## src/rtl/fir_tap_arb_if.sv

```systemverilog
// Bundle of host-config, engine-fetch and tap-RAM pin signals around fir_tap_arb.
// The slave modport is the arbiter's view; master is the surrounding system.
interface fir_tap_arb_if #(
  parameter int unsigned pADDR_WIDTH = 12,
  parameter int unsigned pDATA_WIDTH = 32
);
  logic                   eng_busy;
  logic                   cfg_req;
  logic                   cfg_we;
  logic [pADDR_WIDTH-1:0] cfg_addr;
  logic [pDATA_WIDTH-1:0] cfg_wdata;
  logic                   cfg_gnt;
  logic                   cfg_rvalid;
  logic [pDATA_WIDTH-1:0] cfg_rdata;
  logic                   cfg_err;
  logic                   eng_req;
  logic [pADDR_WIDTH-1:0] eng_addr;
  logic                   eng_gnt;
  logic                   eng_rvalid;
  logic [pDATA_WIDTH-1:0] eng_rdata;
  logic [3:0]             tap_WE;
  logic                   tap_EN;
  logic [pDATA_WIDTH-1:0] tap_Di;
  logic [pADDR_WIDTH-1:0] tap_A;
  logic [pDATA_WIDTH-1:0] tap_Do;

  modport master (
    output eng_busy, cfg_req, cfg_we, cfg_addr, cfg_wdata, eng_req, eng_addr, tap_Do,
    input  cfg_gnt, cfg_rvalid, cfg_rdata, cfg_err, eng_gnt, eng_rvalid, eng_rdata,
    input  tap_WE, tap_EN, tap_Di, tap_A
  );

  modport slave (
    input  eng_busy, cfg_req, cfg_we, cfg_addr, cfg_wdata, eng_req, eng_addr, tap_Do,
    output cfg_gnt, cfg_rvalid, cfg_rdata, cfg_err, eng_gnt, eng_rvalid, eng_rdata,
    output tap_WE, tap_EN, tap_Di, tap_A
  );
endinterface

```

## src/rtl/fir_tap_arb.sv

```systemverilog
// Single-port tap BRAM arbiter: round-robin when idle, engine priority with a starvation
// guard when busy. Optional FIR_TAP_ARB_WRITE_LOCK_EN acks-and-drops host writes while busy.
module fir_tap_arb #(
  parameter int unsigned pADDR_WIDTH = 12,
  parameter int unsigned pDATA_WIDTH = 32,
  parameter int unsigned pMAX_WAIT   = 8
) (
  input  logic              axis_clk,
  input  logic              axis_rst_n,
  fir_tap_arb_if.slave      bus
);

  typedef enum logic {OwnEng = 1'b0, OwnCfg = 1'b1} owner_e;

  localparam logic [7:0] MaxWait = 8'(pMAX_WAIT);

  owner_e     last_winner_q, last_winner_d;
  owner_e     rd_owner_q, rd_owner_d;
  logic       rd_valid_q, rd_valid_d;
  logic [7:0] wait_cnt_q, wait_cnt_d;
  logic       busy_q;
  logic       cfg_win, eng_win, lock;

  always_ff @(posedge axis_clk or negedge axis_rst_n) begin
    if (!axis_rst_n) begin
      last_winner_q <= OwnEng;
      rd_owner_q    <= OwnEng;
      rd_valid_q    <= 1'b0;
      wait_cnt_q    <= 8'd0;
      busy_q        <= 1'b0;
    end else begin
      last_winner_q <= last_winner_d;
      rd_owner_q    <= rd_owner_d;
      rd_valid_q    <= rd_valid_d;
      wait_cnt_q    <= wait_cnt_d;
      busy_q        <= bus.eng_busy;
    end
  end

  always_comb begin
    cfg_win = 1'b0;
    eng_win = 1'b0;
    lock    = 1'b0;
    // Grants are masked during reset so every output reads 0 while axis_rst_n is low.
    if (axis_rst_n) begin
      if (bus.eng_busy) begin
        if (bus.cfg_req && (!bus.eng_req || wait_cnt_q == MaxWait)) cfg_win = 1'b1;
        else if (bus.eng_req)                                         eng_win = 1'b1;
      end else begin
        if (bus.cfg_req && (!bus.eng_req || last_winner_q == OwnEng)) cfg_win = 1'b1;
        else if (bus.eng_req)                                           eng_win = 1'b1;
      end
    end
`ifdef FIR_TAP_ARB_WRITE_LOCK_EN
    lock = cfg_win && bus.cfg_we && bus.eng_busy;
`endif

    bus.cfg_gnt = cfg_win;
    bus.eng_gnt = eng_win;
    bus.cfg_err = lock;
    bus.tap_EN  = 1'b0;
    bus.tap_WE  = 4'h0;
    bus.tap_A   = '0;
    bus.tap_Di  = '0;
    if (cfg_win && !lock) begin
      bus.tap_EN = 1'b1;
      bus.tap_A  = bus.cfg_addr;
      if (bus.cfg_we) begin
        bus.tap_WE = 4'hF;
        bus.tap_Di = bus.cfg_wdata;
      end
    end else if (eng_win) begin
      bus.tap_EN = 1'b1;
      bus.tap_A  = bus.eng_addr;
    end

    rd_valid_d    = (cfg_win && !bus.cfg_we) || eng_win;
    rd_owner_d    = cfg_win ? OwnCfg : OwnEng;
    last_winner_d = cfg_win ? OwnCfg : (eng_win ? OwnEng : last_winner_q);

    wait_cnt_d = wait_cnt_q;
    if (!bus.cfg_req || cfg_win || (busy_q && !bus.eng_busy)) wait_cnt_d = 8'd0;
    else if (wait_cnt_q != 8'hFF)                            wait_cnt_d = wait_cnt_q + 8'd1;

    bus.cfg_rvalid = rd_valid_q && (rd_owner_q == OwnCfg);
    bus.eng_rvalid = rd_valid_q && (rd_owner_q == OwnEng);
    bus.cfg_rdata  = bus.cfg_rvalid ? bus.tap_Do : '0;
    bus.eng_rdata  = bus.eng_rvalid ? bus.tap_Do : '0;
  end

endmodule

```

## src/flat_wrapper.sv

```systemverilog
// flat-port wrapper written by rule: the top's interface ports become plain ports
module fir_tap_arb_flat 
#(
  parameter int unsigned pADDR_WIDTH = 12,
  parameter int unsigned pDATA_WIDTH = 32,
  parameter int unsigned pMAX_WAIT   = 8
)
  (axis_clk, axis_rst_n, bus_eng_busy, bus_cfg_req, bus_cfg_we, bus_cfg_addr, bus_cfg_wdata, bus_eng_req, bus_eng_addr, bus_tap_Do, bus_cfg_gnt, bus_cfg_rvalid, bus_cfg_rdata, bus_cfg_err, bus_eng_gnt, bus_eng_rvalid, bus_eng_rdata, bus_tap_WE, bus_tap_EN, bus_tap_Di, bus_tap_A);
  fir_tap_arb_if #(.pADDR_WIDTH(pADDR_WIDTH), .pDATA_WIDTH(pDATA_WIDTH)) bus_i ();
  input  logic axis_clk;
  input  logic axis_rst_n;
  input wire logic [$bits(bus_i.eng_busy)-1:0] bus_eng_busy;
  input wire logic [$bits(bus_i.cfg_req)-1:0] bus_cfg_req;
  input wire logic [$bits(bus_i.cfg_we)-1:0] bus_cfg_we;
  input wire logic [$bits(bus_i.cfg_addr)-1:0] bus_cfg_addr;
  input wire logic [$bits(bus_i.cfg_wdata)-1:0] bus_cfg_wdata;
  input wire logic [$bits(bus_i.eng_req)-1:0] bus_eng_req;
  input wire logic [$bits(bus_i.eng_addr)-1:0] bus_eng_addr;
  input wire logic [$bits(bus_i.tap_Do)-1:0] bus_tap_Do;
  output wire logic [$bits(bus_i.cfg_gnt)-1:0] bus_cfg_gnt;
  output wire logic [$bits(bus_i.cfg_rvalid)-1:0] bus_cfg_rvalid;
  output wire logic [$bits(bus_i.cfg_rdata)-1:0] bus_cfg_rdata;
  output wire logic [$bits(bus_i.cfg_err)-1:0] bus_cfg_err;
  output wire logic [$bits(bus_i.eng_gnt)-1:0] bus_eng_gnt;
  output wire logic [$bits(bus_i.eng_rvalid)-1:0] bus_eng_rvalid;
  output wire logic [$bits(bus_i.eng_rdata)-1:0] bus_eng_rdata;
  output wire logic [$bits(bus_i.tap_WE)-1:0] bus_tap_WE;
  output wire logic [$bits(bus_i.tap_EN)-1:0] bus_tap_EN;
  output wire logic [$bits(bus_i.tap_Di)-1:0] bus_tap_Di;
  output wire logic [$bits(bus_i.tap_A)-1:0] bus_tap_A;
  assign bus_i.eng_busy = bus_eng_busy;
  assign bus_i.cfg_req = bus_cfg_req;
  assign bus_i.cfg_we = bus_cfg_we;
  assign bus_i.cfg_addr = bus_cfg_addr;
  assign bus_i.cfg_wdata = bus_cfg_wdata;
  assign bus_i.eng_req = bus_eng_req;
  assign bus_i.eng_addr = bus_eng_addr;
  assign bus_i.tap_Do = bus_tap_Do;
  assign bus_cfg_gnt = bus_i.cfg_gnt;
  assign bus_cfg_rvalid = bus_i.cfg_rvalid;
  assign bus_cfg_rdata = bus_i.cfg_rdata;
  assign bus_cfg_err = bus_i.cfg_err;
  assign bus_eng_gnt = bus_i.eng_gnt;
  assign bus_eng_rvalid = bus_i.eng_rvalid;
  assign bus_eng_rdata = bus_i.eng_rdata;
  assign bus_tap_WE = bus_i.tap_WE;
  assign bus_tap_EN = bus_i.tap_EN;
  assign bus_tap_Di = bus_i.tap_Di;
  assign bus_tap_A = bus_i.tap_A;
  fir_tap_arb #(.pADDR_WIDTH(pADDR_WIDTH), .pDATA_WIDTH(pDATA_WIDTH), .pMAX_WAIT(pMAX_WAIT)) u_core (.axis_clk(axis_clk), .axis_rst_n(axis_rst_n), .bus(bus_i));
endmodule
```

## config.mk

```make
export PLATFORM = sky130hd
export DESIGN_NAME = fir_tap_arb_flat
export DESIGN_NICKNAME = d
export VERILOG_FILES = /design/src/rtl/fir_tap_arb_if.sv /design/src/rtl/fir_tap_arb.sv /design/src/flat_wrapper.sv
export SDC_FILE = /design/constraint.sdc
export NUM_CORES = 1
export LEC_CHECK = 0
export ABC_AREA = 0
export CAP_MARGIN = 40
export CORE_MARGIN = 2
export CORE_UTILIZATION = 24
export DETAILED_ROUTE_END_ITERATION = 8
export PLACE_DENSITY = 0.81
export SYNTH_ARGS = -nofsm -noshare
export SYNTH_HDL_FRONTEND = slang
export SYNTH_SLANG_ARGS = --single-unit
```

## constraint.sdc

```tcl
create_clock -name axis_clk -period 2.35 [get_ports axis_clk]
set_input_delay 0.47 -clock axis_clk [delete_from_list [all_inputs] [get_ports axis_clk]]
set_output_delay 0.47 -clock axis_clk [all_outputs]
set_load 0.05 [all_outputs]
```

Yosys cells after proc, flatten, opt, wreduce, memory -nomap -nowiden:

Index checks and enable logic that the tools add are counted.

* output and inout bits: 118
* word-level logic and storage cells: 51
* bits of input ports: 94
* flip-flop bits (word level): 12

* reduce and logical (&&, ||, !) cells: 17
* $add $sub $neg: 1
* muxes and demuxes: 24
* equality and inequality tests: 2
* bitwise logic cells: 2

Operators with widths (count)
* two-way mux 32 bit: 4
* two-way mux 12 bit: 2
* two-way mux 8 bit: 2
* two-way mux 1 bit: 14
* adder 8 x 1 -> 8 bit, second input constant: 1
* equality test 8 x 4 -> 1 bit, second input constant: 1
* two-way mux 4 bit: 2
* != test 8 bit, second input constant: 1
* logical AND 1 bit: 6
* logical OR 1 bit: 5
* logical NOT 1 bit: 4
* nonzero test 2 bit: 2
* inverter 1 bit: 2

Longest topological paths before layout:

* depth in word-level cells: 9
* gate-level depth with buffers: 8
* mapped depth without buffers: 6

Worst setup path before layout:

Ideal clock, no wire load.

* path type: reg2out
* start: register u_core.wait_cnt_q[0]
* end: output port bus_tap_Di[22]
* setup slack: -253 ps
* stages on the path, launching flop included: 8
* path buffers: 1
* arrival time: 2133 ps
* data required time: 1880 ps
* path through: dfrtp_1 -> inv_1 -> ha_1 -> or4bb_1 -> o221ai_2 -> and4_4 -> buf_6 -> and2_1

* word-level cells in the longest chain between the ends: 7

RTL lines
* start: declaration: RTL line fir_tap_arb.sv:20 `logic [7:0] wait_cnt_q, wait_cnt_d;`
* start signal: assignment: RTL line fir_tap_arb.sv:35 `wait_cnt_q <= wait_cnt_d;`
* equality test 8 x 4 -> 1 bit: RTL line fir_tap_arb.sv:47 `if (bus.cfg_req && (!bus.eng_req || wait_cnt_q == MaxWait)) cfg_win = 1'b1;`
* logical OR 1 bit: RTL line fir_tap_arb.sv:47
* logical AND 1 bit: RTL line fir_tap_arb.sv:47
* two-way mux 1 bit: RTL line fir_tap_arb.sv:47
* two-way mux 1 bit: RTL line fir_tap_arb.sv:46 `if (bus.eng_busy) begin`
* two-way mux 1 bit: RTL line fir_tap_arb.sv:45 `if (axis_rst_n) begin`
* two-way mux 32 bit: RTL line fir_tap_arb.sv:65 `if (cfg_win && !lock) begin`
* end: declaration: RTL line flat_wrapper.sv:29 `output wire logic [$bits(bus_i.tap_Di)-1:0] bus_tap_Di;`

Every way passes these cells.

Final worst setup path:

* start: register u_core.wait_cnt_q[0]
* end: output port bus_tap_Di[26]

The elaborated chain is that of the path after synthesis.

==> impl_metrics.py <==
metrics = {
    "status": {
        "status": "complete, but fails checks",
        "violations": "negative setup slack",
    },
    "placement": {
        "gp_congestion": 0.833,
        "portBuffers": 210,
        "dp.cells": 479,
        "dpl.hpwl_um": 8150,
    },
    "power": {
        "ir_worst_vdd_uv": 493,
        "switching_share_pct": 40.2,
        "cellInternalPower_uw": 912,
        "clockPowerShare_pct": 15.2,
        "seqPwrFrac_pct": 14.6,
        "pwr-share-comb_pct": 70.2,
        "power_leakage_uw": 0.00239,
        "p_per_area_nw_per_um2": 285,
        "p_sw_uw": 614,
    },
    "global_route": {
        "grt_use_total_pct": 31.8,
        "grt_max_degree": 34,
        "grt_pass1_vias": 2697,
        "grt_pass1_wl_um": 15900,
        "gr-total-overflow": 0,
        "antenna_found_initial": 0,
    },
    "sta": {
        "clock_skew_ns": 0.00136,
        "worst_slack_ns": -0.456,
        "min_period_over_period_pct": 119,
        "setup_violations": 50,
        "slew_headroom_pct": 64.2,
        "max_freq_mhz": 356,
        "fin_crit_ns": 2.81,
        "whs_ns": 0.622,
        "rsz0062_at_grt": "true",
        "tightest_slew_ns": 0.535,
        "hold_viol": 0,
        "maxSlewViolCount": 0,
    },
    "synth": {
        "synth_edf_count": 0,
        "synth_top_area_cell": "and2_1",
        "yosysUniqueCellTypes": 32,
        "synth_ff_type": "dfrtp_1",
        "syn_area_um2": 1490,
        "synth.top_cell.area_share_pct": 28.2,
        "syn-mean-instance-area_um2": 7.82,
        "synth_commonest_cells": "and2_1 (67), and3_1 (34), a22o_2 (12), dfrtp_1 (12), clkbuf_1 (9)",
        "syn_nets": 286,
        "synth_seq_cells": 12,
        "synth-async-reset-ratio_pct": 100,
        "synthTopCellsByArea": "and2_1 (28%), dfrtp_1 (20%), and3_1 (14%), a22o_2 (8.1%), buf_6 (3.0%)",
        "yosys.cell_count.top_type": "and2_1",
        "netlist_instances": 190,
        "ys_seq_area_share_pct": 20.2,
        "yosysWarnings": 0,
    },
    "floorplan": {
        "row_count": 28,
        "core-area_um2": 5960,
        "io_pins": 212,
        "fp.dieW_um": 82.7,
        "dieArea_um2": 6830,
        "start_util_pct": 24.9,
        "die_y_um": 82.7,
    },
    "cells_and_area": {
        "area.growth.synth_to_final_pct": 260,
        "multi_input_area_um2": 1310,
        "fin_cells": 497,
        "nNetsFinal": 519,
        "n_fill_cell": 252,
        "seq_area_um2": 300,
        "drive_gt1_share_pct": 50.5,
        "antennaDiodeCount": 0,
    },
    "detailed_routing": {
        "wire_per_inst_um": 23.5,
        "drt-total-wl_um": 11700,
        "antenna_left": 0,
        "drt_iter0_drc": 114,
        "drtPass1Iterations": 4,
        "drc": 0,
        "vias_per_cell": 5.09,
        "via_count": 2532,
    },
    "critical_path": {
        "cp_cell_sequence": "inv_2 -> ha_4 -> or4bb_4 -> o221ai_4 -> buf_6 -> and4_4 -> and2_4 -> buf_12",
        "cp-end-kind": "output pin",
        "critPathRequiredTime_ns": 1.88,
        "start_kind": "register",
        "path_class": "reg2out",
        "cp_max_fo": 8,
        "arrival_ns": 2.34,
        "cpPeakStageDelay_ns": 0.46,
        "crit_family": "simple AND/OR/NAND/NOR gates",
        "cp_slowest_cell": "or4bb_4",
        "worst-path-buf-inv": 3,
    },
    "cts": {
        "root_buffer": "clkbuf_8",
        "clk_path_buf_depth": 2,
        "clock-sinks": 12,
        "clk_latency_ns": 0.25,
        "htree_levels": 1,
        "cts_buffers": 3,
        "cts_tree": "built",
        "cts.clk_slew.worst_paths_ns": 0.05,
    },
    "worst_hold_path": {
        "hold_path_class": "reg2reg",
    },
    "job": {
        "drv_cap": 0,
    },
}
==> flip-flops by register name, summed over array words and instances, names as in the netlist <==
signal and cells:
u_core.rd_owner_q 1, u_core.last_winner_q 1, u_core.busy_q 1, u_core.wait_cnt_q 8, u_core.rd_valid_q 1
==> final timing paths <==
path,from,to,slack [ns],cells after the start
setup / recovery,u_core.wait_cnt_q[0],bus_tap_Di[26],-0.46,8
hold / removal,u_core.last_winner_q,u_core.last_winner_q,0.62,1
setup reg to reg,u_core.wait_cnt_q[0],u_core.wait_cnt_q[7],0.29,9
hold reg to reg,u_core.last_winner_q,u_core.last_winner_q,0.62,1
max in group asynchronous,axis_rst_n,u_core.rd_owner_q,1.27,2
min in group asynchronous,axis_rst_n,u_core.wait_cnt_q[7],0.92,2
==> cells in the final DEF, fill, tap and decap left out <==
cell             count
buf_12             118
clkdlybuf4s50_1     92
and2_1              35
and3_1              33
and2_4              32
buf_4               22
a22o_4              12
dfrtp_1             12
buf_6                8
nor2_1               7
and4_4               6
clkbuf_8             4
nor2b_1              3
xor2_1               3
inv_2                2
inv_1                2
o21ai_0              2
a21o_2               2
nand3_1              2
nor3_1               2
a21oi_1              2
xnor2_1              2
a211oi_1             2
o211ai_1             2
or4bb_4              1
or4b_1               1
o221ai_4             1
and3_4               1
nand2_1              1
a21oi_4              1
a21o_1               1
a21boi_0             1
nand4_1              1
or2_2                1
ha_4                 1
ha_1                 1
conb_1               1
buf_16               1
dlygate4sd2_1        1
==> layer usage <==
layer  up-vias  share of wire [%]  global-route usage (%)
met4         0                3.8                    11.1
li1       1121                  -                       -
met5         -                  0                       0
met3        35                7.5                    7.17
met2       145                 58                    64.4
met1      1231                 31                    30.8
==> metrics by stage <==
stage / power (µW) / TNS (ns) / utilization [%] / cell area [µm²] / setup slack [ns]
after floorplan: 645 / -0.169 / - / 1620 / -0.0194
after global placement: 1190 / -26.46 / 84.4 / 5030 / -0.576
after detailed placement: 1220 / -30.03 / 84.4 / 5030 / -0.662
after CTS: 1500 / -22.40 / 89.0 / 5300 / -0.471
after global routing: 1570 / -24.57 / 89.8 / 5350 / -0.524
final: 1530 / -21.02 / 89.8 / 5350 / -0.456
==> power by group through the flow <==
stage | sequential [µW] | combinational, µW | clock [µW]
global route | 222 | 1100 | 246
floorplan | 224 | 421 | 0
finish | 222 | 1070 | 232
global placement | 222 | 970 | 0
CTS | 220 | 1050 | 232
detailed placement | 222 | 994 | 0
==> logic make-up after synthesis <==
| family | synth area share (%) |
|---|---|
| compound gates | 15.0 |
| xor+xnor | 2.95 |
| fa+ha+maj | 1.68 |
| buf+inv | 9.69 |
| flops | 20.2 |
| other cells | 0.252 |
| simple gates | 50.2 |
==> final cells by class <==
| type | instances | area share, % |
|---|---|---|
| Clock buffer | 4 | 1.03 |
| Inverter | 4 | 0.281 |
| Multi-Input combinational cell | 160 | 24.5 |
| Sequential cell | 12 | 5.61 |
| Tap cell | 75 | 1.75 |
| Timing Repair Buffer | 242 | 66.8 |
==> timing repair <==
item / CTS / global route
endpoints found under the setup margin: 50 / 50
setup buffers: 6 / 2
hold buffers: 0 / 0
pin swaps: 26 / 15
resized for setup: 37 / 13
gates cloned: 6 / 0
Power figures use the tool's default switching activity.
